==> src/rtl/pipe_pkg.sv <==
// ID/EX boundary types: field widths, payload bundle, NOP encodings.
// bubble() strips side effects from a payload the execute stage must ignore.
package pipe_pkg;

  localparam int INST_W   = 32;
  localparam int ADDR_W   = 32;
  localparam int DATA_W   = 32;
  localparam int LSU_OP_W = 4;
  localparam int EXU_OP_W = 5;
  localparam int CSR_OP_W = 3;
  localparam int REG_W    = 5;

  localparam logic [LSU_OP_W-1:0] LSU_NOP = '0;
  localparam logic [CSR_OP_W-1:0] CSR_NOP = '0;
  localparam logic [EXU_OP_W-1:0] EXU_NOP = '0;

  typedef struct packed {
    logic [INST_W-1:0]   inst;
    logic [ADDR_W-1:0]   pc;
    logic [DATA_W-1:0]   lsu_data;
    logic [DATA_W-1:0]   oprand1;
    logic [DATA_W-1:0]   oprand2;
    logic [EXU_OP_W-1:0] ex_op;
    logic [LSU_OP_W-1:0] lsu_op;
    logic [CSR_OP_W-1:0] csr_op;
    logic [REG_W-1:0]    rw_addr;
    logic                rw_en;
  } id_ex_payload_t;

  function automatic id_ex_payload_t bubble(input id_ex_payload_t p);
    id_ex_payload_t b;
    b        = p;
    b.rw_en  = 1'b0;
    b.lsu_op = LSU_NOP;
    b.csr_op = CSR_NOP;
    b.ex_op  = EXU_NOP;
    return b;
  endfunction

endpackage

==> src/rtl/id_stage_if.sv <==
// Decode-stage bundle; the producer drives through o, consumers read through i.
// The same interface carries the registered bundle toward execute.
interface id_stage_if;
  import pipe_pkg::*;

  logic [INST_W-1:0]   inst;
  logic [ADDR_W-1:0]   pc;
  logic [DATA_W-1:0]   lsu_data;
  logic [DATA_W-1:0]   oprand1;
  logic [DATA_W-1:0]   oprand2;
  logic [EXU_OP_W-1:0] ex_op;
  logic [LSU_OP_W-1:0] lsu_op;
  logic [CSR_OP_W-1:0] csr_op;
  logic [REG_W-1:0]    rw_addr;
  logic                rw_en;

  modport i (
    input inst, pc, lsu_data, oprand1, oprand2,
    input ex_op, lsu_op, csr_op, rw_addr, rw_en
  );

  modport o (
    output inst, pc, lsu_data, oprand1, oprand2,
    output ex_op, lsu_op, csr_op, rw_addr, rw_en
  );

endinterface

==> src/rtl/pipe_skid_buf.sv <==
// Generic valid/ready register slice with optional skid slot and flush.
// With the skid slot, o_ready comes straight from a flop.
module pipe_skid_buf #(
  parameter type T       = logic,
  parameter bit  SKID_EN = 1'b1
) (
  input  logic clk,
  input  logic rst_n,
  input  logic i_flush,
  input  logic i_valid,
  output logic o_ready,
  input  T     i_data,
  output logic o_valid,
  input  logic i_ready,
  output T     o_data
);

  if (SKID_EN) begin : g_skid
    logic r_main_v;
    logic r_skid_v;
    T     r_main;
    T     r_skid;
    logic w_acc;
    logic w_drn;

    assign o_ready = !r_skid_v;
    assign o_valid = r_main_v;
    assign o_data  = r_main;
    assign w_acc   = i_valid && !r_skid_v && !i_flush;
    assign w_drn   = r_main_v && i_ready;

    // skid content is always older than the word on i_data
    always_ff @(posedge clk or negedge rst_n) begin
      if (!rst_n) begin
        r_main_v <= 1'b0;
        r_skid_v <= 1'b0;
        r_main   <= '0;
        r_skid   <= '0;
      end else if (i_flush) begin
        r_main_v <= 1'b0;
        r_skid_v <= 1'b0;
      end else if (!r_main_v || w_drn) begin
        if (r_skid_v) begin
          r_main   <= r_skid;
          r_main_v <= 1'b1;
          r_skid_v <= 1'b0;
        end else if (w_acc) begin
          r_main   <= i_data;
          r_main_v <= 1'b1;
        end else begin
          r_main_v <= 1'b0;
        end
      end else if (w_acc) begin
        r_skid   <= i_data;
        r_skid_v <= 1'b1;
      end
    end
  end else begin : g_single
    logic r_main_v;
    T     r_main;
    logic w_acc;
    logic w_drn;

    assign o_ready = !r_main_v || i_ready;
    assign o_valid = r_main_v;
    assign o_data  = r_main;
    assign w_acc   = i_valid && o_ready && !i_flush;
    assign w_drn   = r_main_v && i_ready;

    always_ff @(posedge clk or negedge rst_n) begin
      if (!rst_n) begin
        r_main_v <= 1'b0;
        r_main   <= '0;
      end else if (i_flush) begin
        r_main_v <= 1'b0;
      end else begin
        r_main_v <= w_acc || (r_main_v && !w_drn);
        if (w_acc) begin
          r_main <= i_data;
        end
      end
    end
  end

endmodule

==> src/rtl/id_ex_pipe_reg.sv <==
// ID/EX boundary register: elastic slice between decode and execute,
// bubble masking on invalid cycles and a saturating back-pressure counter.
module id_ex_pipe_reg
  import pipe_pkg::*;
#(
  parameter bit SKID_EN     = 1'b1,
  parameter int STALL_CNT_W = 32
) (
  input  logic                   clk,
  input  logic                   rst_n,
  input  logic                   flush,
  input  logic                   id_valid,
  output logic                   id_ready,
  id_stage_if.i                  id_in,
  output logic                   ex_valid,
  input  logic                   ex_ready,
  id_stage_if.o                  ex_out,
  output logic [STALL_CNT_W-1:0] stall_cnt
);

  id_ex_payload_t        w_in;
  id_ex_payload_t        w_main;
  id_ex_payload_t        w_out;
  logic [STALL_CNT_W-1:0] r_stall;

  assign w_in.inst     = id_in.inst;
  assign w_in.pc       = id_in.pc;
  assign w_in.lsu_data = id_in.lsu_data;
  assign w_in.oprand1  = id_in.oprand1;
  assign w_in.oprand2  = id_in.oprand2;
  assign w_in.ex_op    = id_in.ex_op;
  assign w_in.lsu_op   = id_in.lsu_op;
  assign w_in.csr_op   = id_in.csr_op;
  assign w_in.rw_addr  = id_in.rw_addr;
  assign w_in.rw_en    = id_in.rw_en;

  pipe_skid_buf #(
    .T       (id_ex_payload_t),
    .SKID_EN (SKID_EN)
  ) u_buf (
    .clk     (clk),
    .rst_n   (rst_n),
    .i_flush (flush),
    .i_valid (id_valid),
    .o_ready (id_ready),
    .i_data  (w_in),
    .o_valid (ex_valid),
    .i_ready (ex_ready),
    .o_data  (w_main)
  );

  assign w_out = ex_valid ? w_main : bubble(w_main);

  assign ex_out.inst     = w_out.inst;
  assign ex_out.pc       = w_out.pc;
  assign ex_out.lsu_data = w_out.lsu_data;
  assign ex_out.oprand1  = w_out.oprand1;
  assign ex_out.oprand2  = w_out.oprand2;
  assign ex_out.ex_op    = w_out.ex_op;
  assign ex_out.lsu_op   = w_out.lsu_op;
  assign ex_out.csr_op   = w_out.csr_op;
  assign ex_out.rw_addr  = w_out.rw_addr;
  assign ex_out.rw_en    = w_out.rw_en;

  always_ff @(posedge clk or negedge rst_n) begin
    if (!rst_n) begin
      r_stall <= '0;
    end else if (ex_valid && !ex_ready && (r_stall != '1)) begin
      r_stall <= r_stall + STALL_CNT_W'(1);
    end
  end

  assign stall_cnt = r_stall;

endmodule
==> src/flat_wrapper.sv <==
// flat-port wrapper written by rule: the top's interface ports become plain ports
module id_ex_pipe_reg_flat import pipe_pkg::*;
#(
  parameter bit SKID_EN     = 1'b1,
  parameter int STALL_CNT_W = 32
)
  (clk, rst_n, flush, id_valid, id_ready, ex_valid, ex_ready, stall_cnt, id_in_inst, id_in_pc, id_in_lsu_data, id_in_oprand1, id_in_oprand2, id_in_ex_op, id_in_lsu_op, id_in_csr_op, id_in_rw_addr, id_in_rw_en, ex_out_inst, ex_out_pc, ex_out_lsu_data, ex_out_oprand1, ex_out_oprand2, ex_out_ex_op, ex_out_lsu_op, ex_out_csr_op, ex_out_rw_addr, ex_out_rw_en);
  id_stage_if id_in_i ();
  id_stage_if ex_out_i ();
  input  logic clk;
  input  logic rst_n;
  input  logic flush;
  input  logic id_valid;
  output logic id_ready;
  output logic ex_valid;
  input  logic ex_ready;
  output logic [STALL_CNT_W-1:0] stall_cnt;
  input wire logic [$bits(id_in_i.inst)-1:0] id_in_inst;
  input wire logic [$bits(id_in_i.pc)-1:0] id_in_pc;
  input wire logic [$bits(id_in_i.lsu_data)-1:0] id_in_lsu_data;
  input wire logic [$bits(id_in_i.oprand1)-1:0] id_in_oprand1;
  input wire logic [$bits(id_in_i.oprand2)-1:0] id_in_oprand2;
  input wire logic [$bits(id_in_i.ex_op)-1:0] id_in_ex_op;
  input wire logic [$bits(id_in_i.lsu_op)-1:0] id_in_lsu_op;
  input wire logic [$bits(id_in_i.csr_op)-1:0] id_in_csr_op;
  input wire logic [$bits(id_in_i.rw_addr)-1:0] id_in_rw_addr;
  input wire logic [$bits(id_in_i.rw_en)-1:0] id_in_rw_en;
  output wire logic [$bits(ex_out_i.inst)-1:0] ex_out_inst;
  output wire logic [$bits(ex_out_i.pc)-1:0] ex_out_pc;
  output wire logic [$bits(ex_out_i.lsu_data)-1:0] ex_out_lsu_data;
  output wire logic [$bits(ex_out_i.oprand1)-1:0] ex_out_oprand1;
  output wire logic [$bits(ex_out_i.oprand2)-1:0] ex_out_oprand2;
  output wire logic [$bits(ex_out_i.ex_op)-1:0] ex_out_ex_op;
  output wire logic [$bits(ex_out_i.lsu_op)-1:0] ex_out_lsu_op;
  output wire logic [$bits(ex_out_i.csr_op)-1:0] ex_out_csr_op;
  output wire logic [$bits(ex_out_i.rw_addr)-1:0] ex_out_rw_addr;
  output wire logic [$bits(ex_out_i.rw_en)-1:0] ex_out_rw_en;
  assign id_in_i.inst = id_in_inst;
  assign id_in_i.pc = id_in_pc;
  assign id_in_i.lsu_data = id_in_lsu_data;
  assign id_in_i.oprand1 = id_in_oprand1;
  assign id_in_i.oprand2 = id_in_oprand2;
  assign id_in_i.ex_op = id_in_ex_op;
  assign id_in_i.lsu_op = id_in_lsu_op;
  assign id_in_i.csr_op = id_in_csr_op;
  assign id_in_i.rw_addr = id_in_rw_addr;
  assign id_in_i.rw_en = id_in_rw_en;
  assign ex_out_inst = ex_out_i.inst;
  assign ex_out_pc = ex_out_i.pc;
  assign ex_out_lsu_data = ex_out_i.lsu_data;
  assign ex_out_oprand1 = ex_out_i.oprand1;
  assign ex_out_oprand2 = ex_out_i.oprand2;
  assign ex_out_ex_op = ex_out_i.ex_op;
  assign ex_out_lsu_op = ex_out_i.lsu_op;
  assign ex_out_csr_op = ex_out_i.csr_op;
  assign ex_out_rw_addr = ex_out_i.rw_addr;
  assign ex_out_rw_en = ex_out_i.rw_en;
  id_ex_pipe_reg #(.SKID_EN(SKID_EN), .STALL_CNT_W(STALL_CNT_W)) u_core (.clk(clk), .rst_n(rst_n), .flush(flush), .id_valid(id_valid), .id_ready(id_ready), .id_in(id_in_i), .ex_valid(ex_valid), .ex_ready(ex_ready), .ex_out(ex_out_i), .stall_cnt(stall_cnt));
endmodule
==> config.mk <==
export PLATFORM = sky130hd
export DESIGN_NAME = id_ex_pipe_reg_flat
export DESIGN_NICKNAME = d
export VERILOG_FILES = /design/src/rtl/pipe_pkg.sv /design/src/rtl/id_stage_if.sv /design/src/rtl/pipe_skid_buf.sv /design/src/rtl/id_ex_pipe_reg.sv /design/src/flat_wrapper.sv
export SDC_FILE = /design/constraint.sdc
export NUM_CORES = 1
export LEC_CHECK = 0
export CAP_MARGIN = 20
export CORE_ASPECT_RATIO = 0.9
export CORE_MARGIN = 2
export CORE_UTILIZATION = 51
export DETAILED_ROUTE_END_ITERATION = 7
export MAX_ROUTING_LAYER = met4
export PLACE_DENSITY = 0.81
export SLEW_MARGIN = 20
export SYNTH_ARGS = -nofsm -noshare
export SYNTH_HDL_FRONTEND = slang
export SYNTH_SLANG_ARGS = --single-unit
==> constraint.sdc <==
create_clock -name clk -period 2.2 [get_ports clk]
set_input_delay 0.22 -clock clk [delete_from_list [all_inputs] [get_ports clk]]
set_output_delay 0.22 -clock clk [all_outputs]
set_load 0.03 [all_outputs]
* Word level (Yosys, flattened, before mapping)
Index checks and enable logic that the tools add are counted.
Widths: inputs -> output; s select.
** Operators by class
- Bitwise gates (word level) :: 2
- Reduce and logical (&&, ||, !) cells :: 15
- Eq/ne operators :: 1
- $add $sub $neg :: 1
- Mux-type cells :: 10
** Operators with widths (count)
- $mux 178 :: 2
- $add 32x1->32 const B :: 1
- $ne 32x32->1 const B :: 1
- $mux 18 :: 1
- $mux 1 :: 7
- $reduce_and 3->1 :: 2
- $logic_and 1x1->1 :: 5
- $logic_not 1->1 :: 4
- $reduce_bool 2->1 :: 2
- $reduce_bool 3->1 :: 1
- $not 1->1 :: 2
- $logic_or 1x1->1 :: 1
** Storage, ports and cells
- Flip-flop bits (word level) :: 390
- Logic and storage cells :: 52

* Longest topological paths before layout
- Word-level depth :: 7
- Depth in mapped cells :: 7
- Depth with buffers taken out :: 6

* Modules after synthesis
Synthesis repeated with hierarchy kept, for this count alone.
** Second synthesis, totals
- Cell total of the unflattened synthesis :: 1119
- Area total of the unflattened synthesis :: 17042.6 um^2
** By module, submodules not included
- pipe_skid_buf :: area each 15352.2 um^2, seq. area each 8958.6 um^2, times used 1, cells each 959
- id_ex_pipe_reg :: area each 1690.4 um^2, seq. area each 800.8 um^2, times used 1, cells each 160

* Worst setup path after synthesis
OpenSTA, ideal clock, no wires.
- Path kind :: register to register
- Start point :: register u_core.r_stall[0] (netlist: u_core.stall_cnt[0])
- End point :: register u_core.r_stall[7] (netlist: u_core.stall_cnt[7])
- Setup slack :: 160 ps
- Data arrival time :: 1905 ps
- Cell stages (with the launch flop) :: 7
- Buffers on the path :: 1
- Cells stage by stage :: dfrtp_1 -> ha_1 -> and3_1 -> and4_1 -> buf_4 -> or4_1 -> xnor2_1
** Between the ends
- Word-level cells in the longest chain between the ends :: 2
** Ends and longest elaborated chain
- start, declared :: line id_ex_pipe_reg.sv:24 : logic [STALL_CNT_W-1:0] r_stall;
- start signal, assigned :: line id_ex_pipe_reg.sv:69 : r_stall <= r_stall + STALL_CNT_W'(1);
- branches (longest 2 deep; another with $add 32x1->32)
Several ways; the timed one is not identified.
A chain may end at the register's enable or synchronous reset.

* Worst setup path after layout
- Start point :: register u_core.u_buf.g_skid.r_skid_v
- End point :: output id_ready
** Between the ends
- Word-level cells in the longest chain between the ends :: 1
** Ends and longest elaborated chain
- start, declared :: line pipe_skid_buf.sv:20 : logic r_skid_v;
- start signal, assigned :: line pipe_skid_buf.sv:36 : r_skid_v <= 1'b0;
- start signal, assigned :: line pipe_skid_buf.sv:41 : r_skid_v <= 1'b0;
- start signal, assigned :: line pipe_skid_buf.sv:46 : r_skid_v <= 1'b0;
- $logic_not 1->1 :: line pipe_skid_buf.sv:26 : assign o_ready = !r_skid_v;
- end, declared :: line flat_wrapper.sv:14 : output logic id_ready;
Every way passes these cells.

==> results.cfg <==
[status]
status = finished clean

[detailed_routing]
vias = 11679
wire_per_inst_um = 18.6
via_per_inst = 5.27
remaining_drc_errors = 0
drtIter0Drc = 581
postRouteWirelength_um = 41300
ant_nets = 0
drt_pass1_iterations = 4

[grt]
grt_util_all_layers = 0.235
grt_max_degree = 97
grt_pass1_wl_um = 65900
grt_pass1_vias = 12187
grt_remaining_overflow = 0
antenna_found_initial = 0

[sta]
relSlewSlack = 0.476
grt_setup_unrepaired = no
tightest_slew_ns = 0.787
max_freq_mhz = 476
fin_tns_setup_ns = 0
clock_skew_ns = 0.0120
hold_slack_ns = 0.237
period_share = 0.955
slew_viol_final = 0
finalSetupViolCount = 0
hold_viol_final = 0
finalCriticalPeriod_ns = 2.10
timing.final.ws_setup_ns = 0.0979

[setup_path]
required_ns = 1.98
worstPathArrival_ns = 1.88
worst-path-max-fanout = 5
r2r_end = u_core.stall_cnt[25]
worstPathCellList = inv_1 -> clkdlybuf4s50_1
ff2ff_path_depth = 6
crit_type = register to output port
max_stage_delay_ns = 0.70
rrSetupSlack_ns = 0.18
startpoint_type = register
r2r_start = u_core.stall_cnt[5]
worstSetupEndpointType = output port
cp_slowest_cell = clkdlybuf4s50_1

[die]
io_pins = 395
core_mm2 = 0.0340
fp.dieW_um = 200
dieHeight_um = 181
rows = 64
initial_core_util = 0.519
die_area_mm2 = 0.0362

[synth]
ys_ff_latch = 390
ys.flop_type = dfrtp_1
synth_cells = 1484
synth_nets = 1668
ys_async_sr_fraction = 1.00
synth_edf_count = 0
netlist_area_mm2 = 0.0177
synth.distinct_cells = 32
synth.yosys.seq_area_share = 0.552
ys_warn_count = 0
syn_area_per_cell_um2 = 11.9

[place]
gp_congestion = 0.840
dp_cells = 2147
dp_hpwl_um = 28800
place_area_mm2 = 0.0213
preCtsSetupSlack_ns = 0.145
portBuffers = 394

[final_layout]
syn2layout_area_growth_pct = 27.6
insertedDiodeCount = 0
stdcell_count = 2217
final_cell_area_mm2 = 0.0226
drive_above_1_share = 0.176
nNetsFinal = 1913

[power_and_ir_drop]
cellPowerDensity_mw_per_mm2 = 931
leakage_nw = 9.30
peakVddDrop_mv = 0.644

[cts]
cts.clk_slew.worst_paths_ns = 0.06
cts_max_level = 2
cts_sinks = 390
cts-root-buf = clkbuf_16
cts_buffer_depth = 3
cts_tree = yes
worstSkewPairLatency_ns = 0.54
post-cts-setup-buffers = 0
numCtsBuffers = 41

[worst_hold_path]
hp-class = input port to async pin

[flow_run]
cap_violations = 0
[worst max-delay path, delay by kind of cell (launching register included)]
| family | cells | cell delay, ns |
|---|---|---|
| flip-flops | 1 | 0.52 |
| buffers and inverters | 2 | 0.84 |
[per-layer routing]
metal / track usage / routed length [um] / vias up
met5: - / 0 / -
met4: 0.0866 / 1490 / 0
li1: - / - / 5432
met3: 0.0620 / 2920 / 86
met1: 0.287 / 17000 / 5821
met2: 0.376 / 19900 / 340
[how the worst max path moves through the flow]
stage	start	endpoint
floorplan	u_core.stall_cnt[0]	u_core.stall_cnt[7]
global placement	ex_ready	u_core.u_buf.o_data[11]
detailed placement	ex_ready	u_core.u_buf.o_data[97]
CTS	u_core.u_buf.o_valid	ex_out_ex_op[1]
global route	u_core.u_buf.g_skid.r_skid_v	id_ready
finish	u_core.u_buf.g_skid.r_skid_v	id_ready
[Yosys cell counts, types with 3 or more instances]
cell type	number	area, um^2
nand3_1	16	80.1
a21oi_1	179	896
xor2_1	10	87.6
buf_1	3	11.3
clkbuf_1	27	101
nor3_1	12	60.1
dfrtp_1	390	9760
buf_2	50	250
and2_1	14	87.6
nand4_1	15	93.8
and3_1	4	25.0
buf_4	166	1250
mux2_2	180	2030
nor2_1	187	702
nor4_4	3	63.8
nand2_1	11	41.3
mux2i_1	178	1780
xnor2_1	20	175
[area by class of cell]
type	count	area, um^2
clock buffer	61	1230
clock inverter	8	50.0
fill	2488	11500
inverter	2	7.51
multi-input combinational	844	6290
sequential	390	9760
tap	462	578
timing repair buffer	450	4630
[registers in the layout, indices dropped and copies added (netlist names)]
signal,flops
u_core.u_buf.g_skid.r_skid,178
u_core.u_buf.g_skid.r_skid_v,1
u_core.stall_cnt,32
u_core.u_buf.o_valid,1
u_core.u_buf.o_data,178
[per-stage QoR]
| stage | total power [W] | util |
|---|---|---|
| detailed placement | 0.0145 | 0.625 |
| finish | 0.0210 | 0.663 |
| global route | 0.0220 | 0.663 |
| global placement | 0.0143 | 0.625 |
| floorplan | 0.0129 | - |
| CTS | 0.0212 | 0.662 |
[what timing repair did]
item / 4_1_cts / 5_1_grt
hold buffers: 1 / 0
setup endpoints to repair: 9 / 4
endpoints found under the hold margin: 49 / 0
resized for setup: 9 / 4
[power breakdown]
group / internal, W / switching (W)
Sequential: 0.00861 / 0.000812
Combinational: 0.00239 / 0.00257
Clock: 0.00386 / 0.00275
Total: 0.0149 / 0.00613
[cells in the final DEF, fill, tap and decap left out, types with 2 or more instances in the layout]
master | Yosys | routed
a21oi_1 | 179 | 179
and2_1 | 14 | 14
and3_1 | 4 | 4
and4_1 | 2 | 2
buf_12 | 0 | 21
buf_4 | 166 | 34
clkbuf_1 | 27 | 9
clkbuf_16 | 0 | 43
clkbuf_8 | 0 | 9
clkdlybuf4s50_1 | 0 | 380
clkinv_2 | 0 | 5
dfrtp_1 | 390 | 389
dlygate4sd2_1 | 0 | 9
dlymetal6s2s_1 | 0 | 4
inv_1 | 2 | 2
inv_6 | 0 | 2
mux2_2 | 180 | 180
mux2i_1 | 178 | 178
nand2_1 | 11 | 11
nand2b_1 | 2 | 2
nand3_1 | 16 | 15
nand3_4 | 1 | 2
nand4_1 | 15 | 15
nand4_2 | 2 | 2
nor2_1 | 187 | 187
nor3_1 | 12 | 11
nor3_2 | 1 | 2
nor4_4 | 3 | 3
xnor2_1 | 20 | 20
xor2_1 | 10 | 10
[kinds of logic after synthesis]
group | share of synthesized area
mux | 0.216
flops | 0.552
buf+inv | 0.0928
xor+xnor | 0.0149
simple gates | 0.0730
compound gates | 0.0507
fa+ha+maj | 0.000708
(Power assumes the default switching activity.)
